File: config.mk
export PLATFORM = sky130hd
export DESIGN_NAME = dpram_burst_reader
export DESIGN_NICKNAME = d
export VERILOG_FILES = /design/src/rtl/dpram_burst_reader.sv
export SDC_FILE = /design/constraint.sdc
export NUM_CORES = 1
export LEC_CHECK = 0
export CORE_ASPECT_RATIO = 1.25
export CORE_MARGIN = 3
export CORE_UTILIZATION = 35
export CTS_CLUSTER_SIZE = 14
export DETAILED_ROUTE_END_ITERATION = 8
export GPL_ROUTABILITY_DRIVEN = 0
export SLEW_MARGIN = 20
export SYNTH_ARGS = -nofsm -noshare
export SYNTH_HDL_FRONTEND = slang
export SYNTH_SLANG_ARGS = --single-unit
File: constraint.sdc
create_clock -name clk -period 3.9 [get_ports clk]
set_input_delay 0.78 -clock clk [delete_from_list [all_inputs] [get_ports clk]]
set_output_delay 0.78 -clock clk [all_outputs]
set_load 0.01 [all_outputs]
File: src/rtl/dpram_burst_reader.sv
// Read-side burst master for a registered-output dual-port RAM: walks a
// (start address, length) command and streams the words out valid/ready.
module dpram_burst_reader #(
  parameter int AWIDTH    = 11,
  parameter int NUM_WORDS = 2048,
  parameter int DWIDTH    = 40
) (
  input  logic              clk,
  input  logic              reset,
  input  logic              start,
  input  logic [AWIDTH-1:0] start_addr,
  input  logic [AWIDTH:0]   num_words,
  output logic              busy,
  output logic              done,
  output logic [AWIDTH-1:0] ram_address,
  output logic              ram_wren,
  input  logic [DWIDTH-1:0] ram_out,
  output logic [DWIDTH-1:0] out_data,
  output logic              out_valid,
  input  logic              out_ready,
  output logic              out_last
);

  localparam logic [AWIDTH:0]   LP_MAX_LEN   = (AWIDTH+1)'(NUM_WORDS);
  localparam logic [AWIDTH-1:0] LP_LAST_ADDR = AWIDTH'(NUM_WORDS - 1);

  typedef enum logic [1:0] {IDLE, READ, DRAIN} state_t;

  state_t              r_state;
  state_t              w_next;
  logic [AWIDTH-1:0]   r_ptr;
  logic [AWIDTH:0]     r_issue_cnt;
  logic [AWIDTH:0]     r_pop_cnt;
  logic                r_inflight;
  logic                r_done;
  logic [DWIDTH-1:0]   r_fifo [2];
  logic                r_wptr;
  logic                r_rptr;
  logic [1:0]          r_count;

  logic [AWIDTH:0]     w_len;
  logic                w_pop;
  logic                w_push;
  logic                w_issue;
  logic                w_accept;
  logic                w_zero_cmd;
  logic                w_final;
  logic [2:0]          w_occ;

  assign w_len  = (num_words > LP_MAX_LEN) ? LP_MAX_LEN : num_words;
  assign w_pop  = out_valid & out_ready;
  assign w_push = r_inflight;
  // Occupancy the FIFO will have once everything already requested lands.
  assign w_occ  = {1'b0, r_count} + {2'b00, r_inflight} - {2'b00, w_pop};

  always_ff @(posedge clk or posedge reset) begin
    if (reset) r_state <= IDLE;
    else       r_state <= w_next;
  end

  always_comb begin
    w_next     = r_state;
    w_issue    = 1'b0;
    w_accept   = 1'b0;
    w_zero_cmd = 1'b0;
    w_final    = 1'b0;
    case (r_state)
      IDLE: begin
        if (start) begin
          if (w_len != '0) begin
            w_accept = 1'b1;
            w_next   = READ;
          end else begin
            w_zero_cmd = 1'b1;
          end
        end
      end
      READ: begin
        if (w_occ < 3'd2) begin
          w_issue = 1'b1;
          if (r_issue_cnt == (AWIDTH+1)'(1)) w_next = DRAIN;
        end
      end
      DRAIN: begin
        if (w_pop && r_pop_cnt == (AWIDTH+1)'(1)) begin
          w_final = 1'b1;
          w_next  = IDLE;
        end
      end
      default: w_next = IDLE;
    endcase
  end

  always_ff @(posedge clk or posedge reset) begin
    if (reset) begin
      r_ptr       <= '0;
      r_issue_cnt <= '0;
      r_pop_cnt   <= '0;
      r_inflight  <= 1'b0;
      r_done      <= 1'b0;
      r_fifo[0]   <= '0;
      r_fifo[1]   <= '0;
      r_wptr      <= 1'b0;
      r_rptr      <= 1'b0;
      r_count     <= '0;
    end else begin
      r_done     <= w_zero_cmd | w_final;
      r_inflight <= w_issue;
      if (w_accept) begin
        r_ptr       <= start_addr;
        r_issue_cnt <= w_len;
      end else if (w_issue) begin
        r_ptr       <= (r_ptr == LP_LAST_ADDR) ? '0 : r_ptr + 1'b1;
        r_issue_cnt <= r_issue_cnt - 1'b1;
      end
      if (w_accept)   r_pop_cnt <= w_len;
      else if (w_pop) r_pop_cnt <= r_pop_cnt - 1'b1;
      // RAM data returns one cycle after issue and goes straight into the FIFO.
      if (w_push) begin
        r_fifo[r_wptr] <= ram_out;
        r_wptr         <= ~r_wptr;
      end
      if (w_pop) r_rptr <= ~r_rptr;
      r_count <= r_count + {1'b0, w_push} - {1'b0, w_pop};
    end
  end

  assign busy        = (r_state != IDLE);
  assign done        = r_done;
  assign ram_address = r_ptr;
  assign ram_wren    = 1'b0;
  assign out_valid   = (r_count != 2'd0);
  assign out_data    = r_fifo[r_rptr];
  assign out_last    = out_valid && (r_pop_cnt == (AWIDTH+1)'(1));

endmodule

==> Word-level counts from Yosys, hierarchy flattened <==
Cells that the tools add are included.
{ "word_totals": {"output_inout_bits": 56, "regBits": 123, "word_cells": 79, "inputBits": 67} }
{ "op_classes": {"bitwise_logic": 6, "reduce_logical": 10, "addsub": 7, "n_mux": 30, "magnitude_cmp": 5, "n_eq_ne": 10} }
{ "op_table": {"columns": ["op", "count"], "rows": [
  ["$mux W40", 4],
  ["$bwmux W80", 1],
  ["$mux W12", 5],
  ["$demux W40 S1", 1],
  ["$mux W11", 3],
  ["$eq A12 B1 Y1 const B", 2],
  ["$sub A12 B1 Y12 const B", 2],
  ["$gt A12 B12 Y1 const B", 1],
  ["$reduce_bool A12 Y1", 1],
  ["$add A11 B1 Y11 const B", 1],
  ["$eq A11 B11 Y1 const B", 1],
  ["$mux W1", 10],
  ["$mux W2", 5],
  ["$ne A2 B2 Y1 const B", 5],
  ["$reduce_bool A2 Y1", 4],
  ["$pmux W2 S3", 1],
  ["$reduce_and A5 Y1", 1],
  ["$ge A2 B2 Y1 const B", 2],
  ["$not A1 Y2", 2],
  ["$add A2 B1 Y3", 1],
  ["$logic_and A1 B1 Y1", 3],
  ["$lt A3 B2 Y1 const B", 1],
  ["$sub A3 B1 Y3", 1],
  ["$add A2 B1 Y2", 1],
  ["8 further kinds", 9]
]} }

==> Longest topological paths before layout <==
Gate-level depths: netlist of run 1.
{ "depth": {"word_depth": 8, "depth_mapped": 15, "ltp_nobuf": 13} }

==> Worst setup path before layout of run 1 <==
Ideal clock, no wire load.
{ "synth_path": {"kind": "in2reg", "from": "in out_ready", "to": "reg r_ptr[10], in the netlist ram_address[10]", "n_path_buf": 2, "setup_ns": 0.126, "t_arrival_ns": 3.282, "path_stages": 12, "path_slack_ns": 0.492, "required_time_ns": 3.774, "path_cell_list": "nand2_1 inv_1 clkbuf_1 ha_1 inv_1 ha_1 fa_1 or3_1 buf_2 o21ai_1 o21ai_0 a221o_1"} }
{ "synth_via": {"elab_chain_len": 6} }
{ "synth_lines": {"columns": ["element", "line", "text"], "rows": [
  ["from (decl)", "20", "input logic out_ready,"],
  ["$and A1 B1 Y1", "51", "assign w_pop = out_valid & out_ready;"],
  ["via w_pop", "42", "logic w_pop;"],
  ["$sub A3 B1 Y3", "54", "assign w_occ = {1'b0, r_count} + {2'b00, r_inflight} - {2'b00, w_pop};"],
  ["via w_occ[1]", "48", "logic [2:0] w_occ;"],
  ["$lt A3 B2 Y1", "79", "if (w_occ < 3'd2) begin"],
  ["$mux W1", "79", null],
  ["$mux W1", "67", "case (r_state)"],
  ["$reduce_bool A2 Y1 (no source line)", null, null],
  ["to (signal assigned)", "110", "r_ptr <= start_addr;"],
  ["to (signal assigned)", "113", "r_ptr <= (r_ptr == LP_LAST_ADDR) ? '0 : r_ptr + 1'b1;"],
  ["to (decl)", "31", "logic [AWIDTH-1:0] r_ptr;"]
]} }
The timed path passes the listed nets, and every way through them passes these cells.
A chain may end at the register's enable or synchronous reset.

==> Worst setup path in the final report of run 1 <==
{ "layout_path": {"from": "reg r_pop_cnt[4]", "to": "out out_last"} }
{ "layout_via": {"elab_chain_len": 2} }
{ "layout_lines": {"columns": ["element", "line", "text"], "rows": [
  ["from (decl)", "33", "logic [AWIDTH:0] r_pop_cnt;"],
  ["from (signal assigned)", "116", "if (w_accept) r_pop_cnt <= w_len;"],
  ["from (signal assigned)", "117", "else if (w_pop) r_pop_cnt <= r_pop_cnt - 1'b1;"],
  ["$eq A12 B1 Y1", "134", "assign out_last = out_valid && (r_pop_cnt == (AWIDTH+1)'(1));"],
  ["$logic_and A1 B1 Y1", "134", null],
  ["to (decl)", "21", "output logic out_last"]
]} }
No other way between the ends.

==> results of run 1 <==
final timing paths:
kind / end / cells after the start / startpoint / slack (ps)
max: out_last / 5 / r_pop_cnt[4] / 220
min: done / 1 / r_state[0] / 490
max reg2reg: ram_address[8] / 13 / r_count[1] / 470
min reg2reg: done / 1 / r_state[0] / 490
max in group asynchronous: r_fifo[43] / 3 / reset / 2190
min in group asynchronous: ram_address[3] / 2 / reset / 880
sequential cells by signal, summed over array words and instances (netlist names):
signal       flops
done             1
r_rptr           1
r_pop_cnt       12
r_wptr           1
r_issue_cnt     12
r_state          2
r_inflight       1
r_count          2
ram_address     11
r_fifo          80
routing by layer:
metal / GRT usage (%) / wire, um / up-vias
li1: - / - / 2051
met1: 20.4 / 6230 / 2205
met2: 26.4 / 6820 / 156
met3: 3.88 / 913 / 25
met4: 7.57 / 363 / 0
met5: 0 / 0 / -
kinds of logic (layout without fill, tap and decap cells):
| family | count (synthesis) | count (layout) | share of synthesized area (%) |
|---|---|---|---|
| and+or+nand+nor | 110 | 110 | 9.73 |
| other | 1 | 1 | 0.0638 |
| AOI/OAI and AO/OA | 75 | 75 | 8.13 |
| muxes | 120 | 120 | 23.0 |
| DFF | 123 | 123 | 52.4 |
| xor gates and xnor gates | 15 | 15 | 2.24 |
| buffers and inverters | 40 | 181 | 2.64 |
| adders and majority gates | 8 | 8 | 1.83 |
power groups by stage:
stage                     combinational [uW]  clock [uW]  sequential [uW]
after floorplan                         2030           0             2220
after global placement                  3220           0             2290
after detailed placement                3270           0             2340
after CTS                               3290        1720             2320
after global routing                    3550        1790             2410
final                                   3240        1680             2330
cells in the final DEF (no fill, tap or decap), drive strengths merged, types with 16 or more instances in the layout:
master         netlist  routed
clkbuf              16      19
nor2                21      21
mux2               120     120
inv                 18      18
nand2               22      22
clkdlybuf4s50        0     121
dfrtp              123     123
a21oi               18      18
o21ai               25      25
nand3               16      16
area by class of cell:
type	instances	area (sq um)	share of cell area (%)
Multi-Input combinational cell	329	2660	33.2
Tap cell	216	270	3.37
Sequential cell	123	3080	38.4
Inverter	19	75.1	0.936
Timing Repair Buffer	130	1290	16.1
Clock buffer	19	453	5.65
Clock inverter	13	191	2.39
stage by stage:
step	hold WS [ps]	cell area [sq um]	worst slack, ps	cells	utilization, %
6_report	493	8020	216	849	49.1
5_1_grt	508	8020	61.5	849	49.1
4_1_cts	495	8010	186	849	49.1
3_5_place_dp	487	7370	9.18	817	45.1
3_3_place_gp	481	7370	176	817	45.1
2_1_floorplan	443	5880	492	492	-
==> impl_metrics.csv, run 1 <==
group,metric,value,unit
synth,syn_avg_cell_area,11.9,sq um
synth,syn_inst,492,
critical_path,required,3120,ps
routing,vias,4437,
synth,synthesis.nets,567,
placement,place_hpwl,9990,um
sta,min_period,3680,ps
routing,vias_per_cell,5.23,
synth,synth_seq_cells,123,
critical_path,cp-start-kind,"flip-flop",
clocking,cts_tree,"yes",
floorplanning,num_rows,52,
power,sw_frac_of_total,33.0,%
min_path,hold_class,"flip-flop to flip-flop",
power,clock_power_share,23.2,%
critical_path,crit_fanout,6,
run_status,status,"finished, final reports clean",
cells_and_area,diodes,0,
critical_path,cpMaxStageDelayCell,"or4_1",
synth,synth_top_cells_by_count,"dfrtp_1, mux2_2, nand2_1, o21ai_0, nor2_1",
synth,synth_top_area_cell,"dfrtp_1",
critical_path,crit_type,"flip-flop to output port",
sta,final_max_slew_viol_count,0,
synth,syn-cell-area,5880,sq um
critical_path,worst_path_dominant_cell_family,"simple AND/OR/NAND/NOR gates",
cells_and_area,area_growth,36.4,%
power,leakage,0.00325,uW
power,seq_power_share,32.1,%
cells_and_area,fill_cells,1492,
routing,wire_per_inst,16.9,um
power,p_sw,2390,uW
synth,yosysSeqAreaShare,52.4,%
critical_path,critPathBufInv,1,
routing,firstDrtPassIters,5,
power,p_total,7250,uW
power,p_int,4850,uW
routing,drtAntennaViolNets,0,
synth,yosysWarnings,0,
sta,setup_viol,0,
synth,async_reset_ff_share,100,%
floorplanning,io_pins,123,
clocking,clk_latency,410,ps
synth,synth.area.top_cells,"dfrtp_1, mux2_2, o21ai_0",
grt,grt_use_total,16.2,%
floorplanning,die_area,18400,sq um
clocking,clk_pin_slew_worst_paths,60,ps
cells_and_area,drive_above_1_share,26.9,%
floorplanning,die_x,122,um
clocking,hold_buffers,0,
critical_path,arrival,2900,ps
synth,synth.top_cell.area_share,52.4,%
grt,grt_pass1_wl,23700,um
grt,grt_start_max_net_pins,69,
clocking,clock-sinks,123,
clocking,root_buffer,"clkbuf_16",
cells_and_area,fin_nets,695,
grt,grt_pass1_vias,4667,
clocking,cts_buffers,17,
synth,ys.flop_type,"dfrtp_1",
synth,synth-edff-count,0,
sta,worstMarginPinSlew,842,ps
floorplanning,start_util,36.0,%
sta,timing.fmax,0.271,GHz
placement,port-buffer-count,121,
sta,slew_headroom,43.8,%
clocking,cts_setup_buffers,0,
sta,fin_crit_sh,94.5,%
critical_path,endpoint_kind,"output port",
floorplanning,coreArea,16300,sq um
critical_path,crit_chain,"or4_1, or3_4, or3_1, a21oi_1, clkdlybuf4s50_1",
power,p_per_area,903,nW/um^2
synth,yosysMostFrequentCell,"dfrtp_1",
sta,clock_skew,5.79,ps
routing,drc,0,
sta,rsz0062_at_grt,"false",
sta,setup_tns,0,ps
sta,final_hold_viol_count,0,
power,pwr-share-comb,44.7,%
routing,wl,14300,um
synth,ys_types,52,
critical_path,critPathMaxStageDelay,590,ps
power,irDropWorstVdd,389,uV
floorplanning,die_y,151,um
clocking,cts_buffer_depth,2,
clocking,post_cts_resized,0,
grt,antenna_found_initial,0,
flow_run,cap_violations,0,
clocking,htreeDepth,4,
grt,grt-ovfl-total,0,
routing,drt_iter0_markers,221,
Note: power is estimated with default switching activity, not from simulation.
==> inputs of run 2 (changes only) <==
--- a/config.mk
+++ b/config.mk
@@ -11,6 +11,7 @@
 export CTS_CLUSTER_SIZE = 14
 export DETAILED_ROUTE_END_ITERATION = 8
 export GPL_ROUTABILITY_DRIVEN = 0
+export SETUP_SLACK_MARGIN = 0.3
 export SLEW_MARGIN = 20
 export SYNTH_ARGS = -nofsm -noshare
 export SYNTH_HDL_FRONTEND = slang
==> run 2 against run 1 <==
Net effect:
- first-iteration DRC count increased by 8.6%
- register-to-register slack better by 140 ps
- clock power about the same
- sequential power about the same
- largest power group unchanged
==> impl_metrics.csv, run 2 (synthesized netlist as in run 1, its figures left out) <==
group,metric,value,unit
critical_path,cp-endpoint,"out_last",
power,leakage,0.00326,uW
critical_path,cp-start-kind,"flip-flop",
grt,grt_pass1_wl,23700,um
floorplanning,die_y,151,um
cells_and_area,largest-register,"r_fifo",
cells_and_area,final_common_cell,"dfrtp_1",
clocking,root_buffer,"clkbuf_16",
floorplanning,die_x,122,um
floorplanning,start_util,36.0,%
critical_path,critPathLaunch,"r_pop_cnt[4]",
routing,wire_per_inst,17.0,um
grt,grt_use_total,16.2,%
min_path,hold_class,"flip-flop to flip-flop",
cells_and_area,fin_nets,695,
cells_and_area,drive_above_1_share,27.2,%
clocking,cts_tree,"yes",
critical_path,timing.rr.start,"r_count[1]",
sta,final_hold_viol_count,0,
sta,setup_viol,0,
placement,port-buffer-count,121,
run_status,status,"finished, final reports clean",
critical_path,endpoint_kind,"output port",
clocking,clk_latency,410,ps
routing,drt_iter0_markers,240,
clocking,clock-sinks,123,
clocking,cts_buffers,17,
floorplanning,die_area,18400,sq um
floorplanning,coreArea,16300,sq um
clocking,cts_setup_buffers,0,
sta,clock_skew,5.75,ps
sta,min_period,3410,ps
grt,grt-ovfl-total,0,
flow_run,cap_violations,0,
floorplanning,io_pins,123,
critical_path,arrival,2630,ps
critical_path,timing.rr.end,"ram_address[4]",
sta,rsz0062_at_grt,"false",
clocking,cts_buffer_depth,2,
clocking,htreeDepth,4,
sta,worstMarginPinSlew,858,ps
grt,grt_start_max_net_pins,69,
clocking,hold_buffers,0,
sta,timing.fmax,0.293,GHz
routing,firstDrtPassIters,7,
clocking,post_cts_resized,2,
cells_and_area,final_cell_mix,"dfrtp_1, mux2_2, clkdlybuf4s50_1, o21ai_0",
cells_and_area,utilization,49.2,%
sta,slew_headroom,42.7,%
critical_path,r2r_slack,610,ps
placement,dpl_cell_area,7370,sq um
cells_and_area,largest_register_ff_count,80,
critical_path,crit_type,"flip-flop to output port",
routing,drc,0,
routing,vias,4437,
cells_and_area,largestRegisters,"r_fifo (80), r_issue_cnt (12), r_pop_cnt (12)",
routing,wl,14400,um
critical_path,required,3120,ps
sta,final_max_slew_viol_count,0,
grt,grt_pass1_vias,4667,
critical_path,crit_fanout,6,
routing,drtAntennaViolNets,0,
floorplanning,num_rows,52,
critical_path,r2r_cells,11,
cells_and_area,fill_cells,1494,
power,p_per_area,905,nW/um^2
cells_and_area,area_growth,36.6,%
sta,setup_tns,0,ps
placement,place_hpwl,9990,um
clocking,clk_pin_slew_worst_paths,60,ps
routing,vias_per_cell,5.23,
cells_and_area,fin_area,8030,sq um
power,irDropWorstVdd,402,uV
grt,antenna_found_initial,0,
cells_and_area,diodes,0,
sta,fin_crit_sh,87.5,%
[run 2: cell count changes in the layout (fill, tap and decap cells not counted)]
cell,before,now
dlygate4sd2_1,0,1
dfrtp_1,122,121
dfrtp_2,1,2
a21oi_4,0,1
clkdlybuf4s50_1,121,120
a21oi_1,17,16
[run 2: worst max-delay path, cell delays in order (launching register included)]
cell,delay (ps)
dfrtp_1,430
or4_1,590
or3_4,370
or3_1,420
a21oi_1,130
dlygate4sd2_1,290
[run 2: layout make-up]
| cell class | instances | area (sq um) | area share, % |
|---|---|---|---|
| Clock buffer | 19 | 453 | 5.64 |
| Clock inverter | 13 | 191 | 2.38 |
| Inverter | 19 | 75.1 | 0.935 |
| Multi-Input combinational cell | 329 | 2670 | 33.3 |
| Sequential cell | 123 | 3080 | 38.4 |
| Tap cell | 216 | 270 | 3.37 |
| Timing Repair Buffer | 130 | 1290 | 16.1 |
[run 2: stage by stage]
stage | worst slack, ps | hold WS [ps] | cells | power [uW]
2_1_floorplan | 492 | 443 | 492 | 4250
3_3_place_gp | 176 | 481 | 817 | 5510
3_5_place_dp | 9.18 | 487 | 817 | 5610
4_1_cts | 467 | 495 | 849 | 7330
5_1_grt | 363 | 508 | 849 | 7770
6_report | 486 | 492 | 849 | 7270
[run 2: how the worst min path moves through the flow]
stage                     from    endpoint  cells after the start
global placement    r_fifo[12]  r_fifo[12]                      1
global route        r_fifo[11]  r_fifo[11]                      1
CTS                 r_state[0]        done                      1
floorplan           r_state[0]        done                      1
finish              r_state[0]        done                      1
detailed placement  r_fifo[18]  r_fifo[18]                      1
[run 2: where the power goes]
group | internal [uW] | total, uW | leakage, uW | switching [uW]
Sequential | 1900 | 2330 | 0.00148 | 428
Combinational | 1850 | 3250 | 0.00148 | 1400
Clock | 1110 | 1680 | 0.000294 | 577
[run 2: per-layer routing]
metal / wire (um) / track usage, %
met5: 0 / 0
met4: 392 / 7.57
met3: 871 / 3.81
met2: 6800 / 26.4
met1: 6340 / 20.4
==> inputs of run 3 (changes only) <==
==> constraint.sdc (replaced) <==
create_clock -name clk -period 3.6 [get_ports clk]
set_input_delay 0.72 -clock clk [delete_from_list [all_inputs] [get_ports clk]]
set_output_delay 0.72 -clock clk [all_outputs]
set_load 0.01 [all_outputs]
==> run 3 against run 2 <==
Net effect:
- clock skew rose by 1.6 ps
- clock-buffer cell count rose by 4
- global-route usage rose by 0.24 points
- register-to-register slack got worse by 140 ps
- first-iteration DRC count fell by 0.83%
- worst setup slack got worse by 18 ps
- total power rose by 7.4%
- critical path type is now flip-flop to flip-flop
- largest cell class unchanged
- highest routed layer unchanged
==> impl_metrics.csv, run 3 (synthesized netlist as in run 1, its figures left out) <==
group,metric,value,unit
cells_and_area,area_growth,36.4,%
floorplanning,num_rows,52,
clocking,clk_pin_slew_worst_paths,60,ps
power,p_sw,2600,uW
power,seq_power_share,32.4,%
grt,grt-ovfl-total,0,
cells_and_area,largest_register_ff_count,80,
power,leakage,0.00326,uW
critical_path,r2r_cells,14,
clocking,clock-sinks,123,
routing,vias_per_cell,5.18,
cells_and_area,multi_input_area,2680,sq um
min_path,hold_start,"r_state[0]",
power,sw_frac_of_total,33.3,%
sta,setup_viol,0,
clocking,root_buffer,"clkbuf_16",
critical_path,cp-start-kind,"flip-flop",
floorplanning,die_y,151,um
cells_and_area,largest-register,"r_fifo",
critical_path,r2r_slack,470,ps
routing,vias,4412,
flow_run,cap_violations,0,
grt,antenna_found_initial,0,
cells_and_area,fill_cells,1475,
routing,firstDrtPassIters,5,
power,clock_power_share,21.3,%
critical_path,crit_chain,"or2_2, nand2_1, inv_1, ha_1, inv_1, ha_1, fa_1, xnor2_1, or3_1, buf_4, a21oi_4, buf_4, a21oi_1, o21ai_0",
floorplanning,die_area,18400,sq um
floorplanning,start_util,36.0,%
critical_path,crit_fanout,16,
critical_path,timing.rr.end,"ram_address[3]",
placement,place_hpwl,9950,um
power,p_int,5210,uW
cells_and_area,drive_above_1_share,28.0,%
grt,grt_use_total,16.5,%
placement,dpl_cell_area,7400,sq um
clocking,cts_buffers,17,
cells_and_area,utilization,49.1,%
grt,grt_pass1_vias,4684,
routing,drtAntennaViolNets,0,
routing,wire_per_inst,17.1,um
sta,min_period,3130,ps
critical_path,endpoint_kind,"flip-flop",
clocking,clk_latency,420,ps
clocking,cts_tree,"yes",
cells_and_area,largestRegisters,"r_fifo (80), r_issue_cnt (12), r_pop_cnt (12)",
sta,timing.fmax,0.319,GHz
routing,drt_iter0_markers,238,
critical_path,critPathMaxStageDelay,400,ps
run_status,status,"finished, final reports clean",
cells_and_area,diodes,0,
cells_and_area,fin_nets,699,
critical_path,required,3940,ps
min_path,hold_depth,1,
critical_path,crit_type,"flip-flop to flip-flop",
routing,drc,0,
power,irDropWorstVdd,471,uV
sta,final_max_slew_viol_count,0,
grt,grt_start_max_net_pins,124,
cells_and_area,fin_area,8020,sq um
floorplanning,coreArea,16300,sq um
power,p_per_area,974,nW/um^2
critical_path,cpMaxStageDelayCell,"dfrtp_1",
cells_and_area,seqCellArea,3080,sq um
sta,rsz0062_at_grt,"true",
grt,grt_pass1_wl,23800,um
critical_path,timing.rr.start,"r_count[1]",
clocking,htreeDepth,4,
min_path,hold_end,"done",
sta,fin_crit_sh,87.0,%
floorplanning,die_x,122,um
critical_path,arrival,3470,ps
routing,wl,14600,um
sta,clock_skew,7.30,ps
sta,slew_headroom,30.8,%
placement,port-buffer-count,121,
power,pwr-share-comb,46.3,%
sta,final_hold_viol_count,0,
floorplanning,io_pins,123,
sta,worstMarginPinSlew,1030,ps
min_path,hold_class,"flip-flop to flip-flop",
cells_and_area,final_cell_mix,"mux2_2, dfrtp_1, clkdlybuf4s50_1, nand2_1, o21ai_0",
clocking,cts_buffer_depth,2,
-- run 3: cell count changes in the layout (fill, tap and decap cells not counted), sizes merged --
| cell | previous run | this run |
|---|---|---|
| buf | 9 | 14 |
| clkbuf | 19 | 23 |
| clkinvlp | 7 | 3 |
| bufinv | 4 | 2 |
| clkinv | 3 | 4 |
| dlygate4sd2 | 1 | 0 |
| inv | 18 | 17 |
-- run 3: layer usage --
layer / share of wire (%) / vias up / GRT usage [%]
met4: 1.7 / 0 / 6.11
met1: 43 / 2193 / 20.8
met2: 49 / 151 / 27.4
li1: - / 2046 / -
met3: 5.9 / 22 / 3.96
met5: 0 / - / 0
-- run 3: repair_timing --
action,in CTS,in global routing
hold buffers,0,0
setup endpoints to repair,1,11
endpoints found under the hold margin,0,0
resized for setup,5,7
setup buffers,0,2
-- run 3: critical path, delay by kind of cell, from the launching register on --
kind                     cells  cell delay [ps]
adder cells (fa/ha/maj)      3              830
AND/OR/NAND/NOR              3              770
buffers and inverters        4              490
flip-flops                   1              400
AO/OA/AOI/OAI                3              400
XOR/XNOR                     1              150
-- run 3: power groups by stage --
stage	clock, uW	combinational, uW	sequential, uW
final	1660	3610	2530
after floorplan	0	2200	2410
after global placement	0	3540	2490
after detailed placement	0	3600	2540
after CTS	1710	3620	2520
after global routing	1770	3940	2630
-- run 3: worst max path at each step --
stage / start / end / cells past startpoint
6_report: r_count[1] / ram_address[3] / 14
3_5_place_dp: out_ready / ram_address[8] / 13
5_1_grt: r_count[1] / ram_address[2] / 14
3_3_place_gp: out_ready / ram_address[6] / 13
4_1_cts: r_count[1] / ram_address[6] / 13
2_1_floorplan: r_count[1] / ram_address[6] / 15
-- run 3: layout make-up --
type	instances	area share, %
Sequential cell	123	38.4
Multi-Input combinational cell	329	33.5
Timing Repair Buffer	134	16.6
Clock buffer	23	6.09
Tap cell	216	3.37
Clock inverter	7	1.12
Inverter	19	0.936
-- run 3: metrics by stage --
stage	cells	worst slack [ps]	total power [uW]	hold slack [ps]	TNS, ps
after global routing	851	284	8350	517	0
after global placement	819	87.1	6020	481	0
after detailed placement	819	-70.7	6130	468	-161
final	851	468	7810	493	0
after floorplan	492	307	4600	443	0
after CTS	849	307	7850	494	0
